### src/rtl/hwpf_stride_req_arb.sv
// Round-robin arbiter that funnels the stride prefetch engines into one HPDcache
// request port and routes cache responses back to the issuing engine by tid.
package hwpf_stride_req_arb_pkg;
  typedef struct packed {
    logic [31:0] addr;
    logic [7:0]  tid;
  } hwpf_req_t;

  typedef struct packed {
    logic [31:0] data;
    logic [7:0]  tid;
  } hwpf_rsp_t;
endpackage

module hwpf_stride_req_arb
  import hwpf_stride_req_arb_pkg::*;
#(
  parameter int unsigned NUM_HW_PREFETCH = 4,
  parameter type         hpdcache_req_t  = hwpf_req_t,
  parameter type         hpdcache_rsp_t  = hwpf_rsp_t
) (
  input  logic                       clk_i,
  input  logic                       rst_ni,
  input  logic [NUM_HW_PREFETCH-1:0] hwpf_req_valid_i,
  output logic [NUM_HW_PREFETCH-1:0] hwpf_req_ready_o,
  input  hpdcache_req_t              hwpf_req_i [NUM_HW_PREFETCH],
  output logic [NUM_HW_PREFETCH-1:0] hwpf_rsp_valid_o,
  output hpdcache_rsp_t              hwpf_rsp_o [NUM_HW_PREFETCH],
  output logic                       hpdcache_req_valid_o,
  input  logic                       hpdcache_req_ready_i,
  output hpdcache_req_t              hpdcache_req_o,
  input  logic                       hpdcache_rsp_valid_i,
  input  hpdcache_rsp_t              hpdcache_rsp_i,
  output logic                       bad_tid_o
);

  localparam int unsigned TID_WIDTH = (NUM_HW_PREFETCH > 1) ? $clog2(NUM_HW_PREFETCH) : 1;

  logic                       buf_valid_q;
  hpdcache_req_t              buf_req_q;
  logic [TID_WIDTH-1:0]       rr_ptr_q;
  logic [NUM_HW_PREFETCH-1:0] rsp_valid_q;
  hpdcache_rsp_t              rsp_q;
  logic                       bad_tid_q;

  logic                       buf_free_s;
  logic                       any_req_s;
  logic                       grant_s;
  logic [TID_WIDTH-1:0]       cand_s;
  logic [TID_WIDTH-1:0]       grant_idx_s;
  logic [TID_WIDTH-1:0]       next_ptr_s;
  logic [TID_WIDTH-1:0]       rsp_tid_s;
  logic                       tid_ok_s;
  hpdcache_req_t              load_req_s;

  // The buffer may refill in the same cycle the cache drains it.
  assign buf_free_s = !buf_valid_q || hpdcache_req_ready_i;

  // Scan engines starting at rr_ptr_q; the first requester found wins.
  always_comb begin
    any_req_s   = 1'b0;
    grant_idx_s = '0;
    cand_s      = '0;
    for (int unsigned i = 0; i < NUM_HW_PREFETCH; i++) begin
      cand_s      = TID_WIDTH'((32'(rr_ptr_q) + i) % NUM_HW_PREFETCH);
      grant_idx_s = (!any_req_s && hwpf_req_valid_i[cand_s]) ? cand_s : grant_idx_s;
      any_req_s   = any_req_s | hwpf_req_valid_i[cand_s];
    end
  end

  // Grant, tid stamping with the engine index, and the pointer advance.
  always_comb begin
    grant_s          = any_req_s && buf_free_s;
    hwpf_req_ready_o = grant_s ? (NUM_HW_PREFETCH'(1'b1) << grant_idx_s) : '0;
    load_req_s       = hwpf_req_i[grant_idx_s];
    load_req_s.tid   = '0;
    load_req_s.tid[TID_WIDTH-1:0] = grant_idx_s;
    next_ptr_s = (grant_idx_s == TID_WIDTH'(NUM_HW_PREFETCH - 1)) ? '0
                                                                  : grant_idx_s + TID_WIDTH'(1);
  end

  // One-entry output buffer and round-robin pointer.
  always_ff @(posedge clk_i or negedge rst_ni) begin
    if (!rst_ni) begin
      buf_valid_q <= 1'b0;
      buf_req_q   <= '0;
      rr_ptr_q    <= '0;
    end else if (grant_s) begin
      buf_valid_q <= 1'b1;
      buf_req_q   <= load_req_s;
      rr_ptr_q    <= next_ptr_s;
    end else if (hpdcache_req_ready_i) begin
      buf_valid_q <= 1'b0;
    end
  end

  assign rsp_tid_s = hpdcache_rsp_i.tid[TID_WIDTH-1:0];
  assign tid_ok_s  = 32'(hpdcache_rsp_i.tid) < NUM_HW_PREFETCH;

  // Response stage: one-cycle valid pulse to the owning engine; out-of-range tids are dropped.
  always_ff @(posedge clk_i or negedge rst_ni) begin
    if (!rst_ni) begin
      rsp_valid_q <= '0;
      rsp_q       <= '0;
      bad_tid_q   <= 1'b0;
    end else begin
      rsp_valid_q <= (hpdcache_rsp_valid_i && tid_ok_s) ? (NUM_HW_PREFETCH'(1'b1) << rsp_tid_s)
                                                        : '0;
      if (hpdcache_rsp_valid_i) begin
        rsp_q <= hpdcache_rsp_i;
      end
      if (hpdcache_rsp_valid_i && !tid_ok_s) begin
        bad_tid_q <= 1'b1;
      end
    end
  end

  // The same response payload is broadcast; only the valid is per engine.
  always_comb begin
    for (int unsigned e = 0; e < NUM_HW_PREFETCH; e++) begin
      hwpf_rsp_o[e] = rsp_q;
    end
  end

  assign hwpf_rsp_valid_o     = rsp_valid_q;
  assign hpdcache_req_valid_o = buf_valid_q;
  assign hpdcache_req_o       = buf_req_q;
  assign bad_tid_o            = bad_tid_q;

endmodule

### config.mk
export PLATFORM = sky130hd
export DESIGN_NAME = hwpf_stride_req_arb
export DESIGN_NICKNAME = d
export VERILOG_FILES = /design/src/rtl/hwpf_stride_req_arb.sv
export SDC_FILE = /design/constraint.sdc
export NUM_CORES = 1
export LEC_CHECK = 0
export BUFFER_PORTS_ARGS = -buffer_cell sky130_fd_sc_hd__buf_4
export CORE_AREA = 5 5 160 162
export CTS_CLUSTER_DIAMETER = 50
export DETAILED_ROUTE_END_ITERATION = 10
export DIE_AREA = 0 0 165 167
export GPL_ROUTABILITY_DRIVEN = 0
export PLACE_DENSITY = 0.46
export SLEW_MARGIN = 10
export SYNTH_ARGS = -nofsm -noshare
export SYNTH_HDL_FRONTEND = slang
export SYNTH_SLANG_ARGS = --single-unit
### constraint.sdc
create_clock -name clk_i -period 4.2 [get_ports clk_i]
set_input_delay 0.21 -clock clk_i [delete_from_list [all_inputs] [get_ports clk_i]]
set_output_delay 0.21 -clock clk_i [all_outputs]
set_load 0.1 [all_outputs]
==> metrics.md <==
| Metric | Value |
|---|---|
| Final setup slack of the worst path | between 1.5 and 2 ns |
| Clock sink count | between 80 and 90 |
| CP Capture Type | output port |
| Cell total after placement | between 1,000 and 1,500 |
| Number of max-slew violations in the final report | 0 |
| Commonest non-fill, non-tap cells in the layout | 382 x sky130_fd_sc_hd__buf_4, 82 x sky130_fd_sc_hd__dfrtp_1, 64 x sky130_fd_sc_hd__mux2i_1, 40 x sky130_fd_sc_hd__mux2_2, 38 x sky130_fd_sc_hd__nand2_1 |
| Layout overhead on the synthesized area | 50.1% |
| Sum of routed wire length over all layers | around 18 mm |
| Initial cell density of the core | a little over a fifth |
| CP Data Required Time | between 3 and 4 ns |
| Worst Max-Slew Pin Slew | approximately 0.95 ns |
| Die Span X | between 150 and 200 µm |
| GRT Total Usage | about an eighth |
| Clock latency on the worst-skew pair | 0.34 ns |
| Outcome | finished, final reports clean |
| Number of cells on the worst reg-to-reg path | 5 |
| Count of standard-cell rows | between 50 and 60 |
| Maximum root-to-sink buffer count | 2 |
| Startpoint of the worst register-to-register path | hpdcache_req_valid_o |
| Post_cts resized | 0 |
| Share of the clock period used by the worst path after layout | 60.6% |
| Slack of the worst reg-to-reg path | between 1.5 and 2 ns |
| Headroom to the max-slew limit | between 30% and 40% |
| Clock root buffer | sky130_fd_sc_hd__clkbuf_16 |
| Top achievable clock speed | slightly below 0.4 GHz |
| Die H | 167 µm |
| Netlist Area Pre-Place | about 0.0050 mm² |
| WHS Path Cells | 2 |
| CTS buffer count | 9 |
| Post-CTS setup buffer count | 0 |
| Final hold violation count | 0 |
| Terminating pin of the worst hold path | hwpf_rsp_valid_o[0] |
| Worst-path clk slew | about 0.07 ns |
| Synthesized flop and latch total | 82 |
| Power per cell area | around 750 mW/mm² |
| Global-route wire length before repair | about 26 mm |
| Area of the die | between 0.02 and 0.03 mm² |
| Avg WL per Cell | about 17 µm |
| Detailed Routing Iterations Pass 1 | 4 |
| Static leakage | 0.00389 µW |
| Path type of the worst setup path | reg2out |
| Sequential cell area in the final layout | approximately 0.0021 mm² |
| Arrival time reported for the critical path endpoint | ~2.3 ns |
| Synth warn | 0 |
| DRC | 0 |
| Critical path peak fanout | 27 |
| I/O Pins | 418 |
| Max Cap Violations | 0 |
| Number of unique standard cell types used by synthesis | 35 |
| H-tree depth | 3 |
| Number of DRC markers in iteration 0 | 95 |
| Final setup violating endpoints | 0 |
| # diodes | 0 |
| Filler cells | roughly 2,500 |
| Worst Hold Class | in2reg |
| CTS tree | yes |
| Per-instance average area after synthesis | approximately 11 µm² |
| Min Clock Period, post-route | ~2.5 ns |
| Setup total negative slack | 0 ns |
| Type of element launching the critical path | register |
| Avg Vias per Cell | between 3 and 4 |
| Design Power | 5680 µW |
| Core Footprint | roughly 0.024 mm² |
| Multi-input gate area | approximately 0.0018 mm² |
| Count of vias placed by the detailed router | 4,066 |
| Share of post-route cells with drive strength above 1 | approximately two thirds |
| Number of antenna violations at the first check in global routing | 0 |
| Post-synthesis instance total | between 400 and 500 |
| Setup clock skew after layout | between 0.006 and 0.007 ns |
| Remaining number of nets flagged by the antenna check after routing | 0 |
| Post-detail-place hpwl | around 14 mm |
| Peak supply drop | about 0.48 mV |
| Buffers on Ports | between 300 and 400 |
| Hold path startpoint | hpdcache_rsp_i[0] |
| Total global routing overflow | 0 |
| Place WS | between 1.5 and 2 ns |
| Largest net degree at the start of global routing | 67 |
| RSZ-0062 raised after global routing | no |
| Vias in the first global route | approximately 4,300 |
| # nets final | roughly 900 |
| Fraction of the yosys area taken by sequential cells | around 40% |
| CTS Hold Buffers Added | 1 |
| Most common cell after layout, fill and taps aside | sky130_fd_sc_hd__buf_4 |
| Critical R2R Capture | hpdcache_req_o[21] |
| Post-layout instance count excluding filler cells | 1,021 |
==> through the flow <==
step                      area, µm²  hold WS [ns]  utilization [%]
after global placement         7210         0.245             30.1
after floorplan                5040       -0.0856                -
final                          7540        0.0639             31.5
after detailed placement       7210         0.254             30.1
after global routing           7540        0.0534             31.5
after CTS                      7540        0.0387             31.5
==> per-layer routing <==
layer	track usage, %	routed length (µm)
met2	21.4	8910
met5	0	0
met4	3.00	159
met3	4.42	1940
met1	14.3	6830
==> cell families (layout without fill, tap and decap cells) <==
logic type	Yosys count	count (layout)	synth area share [%]
buffers and inverters	156	406	23.1
and+or+nand+nor	55	55	4.83
muxes	105	105	22.0
other	1	6	0.0747
AOI/OAI and AO/OA	42	42	8.87
adders and majority gates	1	1	0.249
DFF	82	82	40.9
==> worst max-delay path: stages (launching register included) <==
cell and delay [ns]:
sky130_fd_sc_hd__dfrtp_1 0.42, sky130_fd_sc_hd__a21o_1 0.13, sky130_fd_sc_hd__a21oi_1 0.06, sky130_fd_sc_hd__o21ai_1 0.28, sky130_fd_sc_hd__nand2b_2 0.52, sky130_fd_sc_hd__nor2_1 0.25
sky130_fd_sc_hd__buf_4 0.32
==> worst max-delay path by stage <==
stage	from	endpoint	slack, ns	cells after the start
final	rr_ptr_q[1]	hwpf_req_ready_o[1]	1.66	6
after CTS	rr_ptr_q[1]	hwpf_req_ready_o[0]	1.58	6
after floorplan	hpdcache_req_valid_o	hwpf_req_ready_o[2]	0.64	4
after detailed placement	hwpf_req_valid_i[2]	hpdcache_req_o[21]	1.70	5
after global placement	hwpf_req_valid_i[2]	hpdcache_req_o[21]	1.77	5
after global routing	rr_ptr_q[1]	hwpf_req_ready_o[1]	1.40	6
==> layout make-up <==
cell class,count,area share [%]
Clock buffer,11,3.35
Multi-Input combinational cell,209,24.5
Sequential cell,82,27.2
Timing Repair Buffer,384,38.4
Clock inverter,5,0.813
Inverter,6,0.299
Tap cell,324,5.38
==> registers in the layout, indices dropped and copies added, names as in the netlist <==
register / flops
bad_tid_o: 1
hpdcache_req_o: 34
hpdcache_req_valid_o: 1
hwpf_rsp_o: 40
hwpf_rsp_valid_o: 4
rr_ptr_q: 2
==> report_power, final <==
part	internal (µW)	switching, µW	total [µW]	leakage, µW
Sequential	978	156	1130	0.000983
Clock	497	340	837	0.000156
Combinational	822	2880	3710	0.00275
Total	2300	3380	5680	0.00389
==> synth_stat cells (all sizes together) <==
| master | number | share of area (%) |
|---|---|---|
| nor3b | 2 | 0.30 |
| nor2b | 2 | 0.25 |
| and4 | 1 | 0.17 |
| conb | 1 | 0.075 |
| inv | 6 | 0.45 |
| or2 | 1 | 0.12 |
| mux2 | 41 | 9.2 |
| clkbuf | 9 | 0.75 |
| o21bai | 2 | 0.30 |
| dfrtp | 82 | 41 |
| o21ai | 2 | 0.20 |
| a21oi | 1 | 0.10 |
| nand2b | 2 | 0.25 |
| mux2i | 64 | 13 |
| a21o | 1 | 0.15 |
| nor4 | 1 | 0.12 |
| o221ai | 32 | 7.1 |
| or4 | 1 | 0.15 |
| o31ai | 1 | 0.25 |
| buf | 139 | 21 |
| bufbuf | 2 | 0.75 |
| o41ai | 1 | 0.32 |
| nand2 | 38 | 2.8 |
| nor3 | 4 | 0.40 |
| nor2 | 3 | 0.22 |
| o22ai | 1 | 0.25 |
| ha | 1 | 0.25 |
| o221a | 1 | 0.22 |
Power figures use the tool's default switching activity.
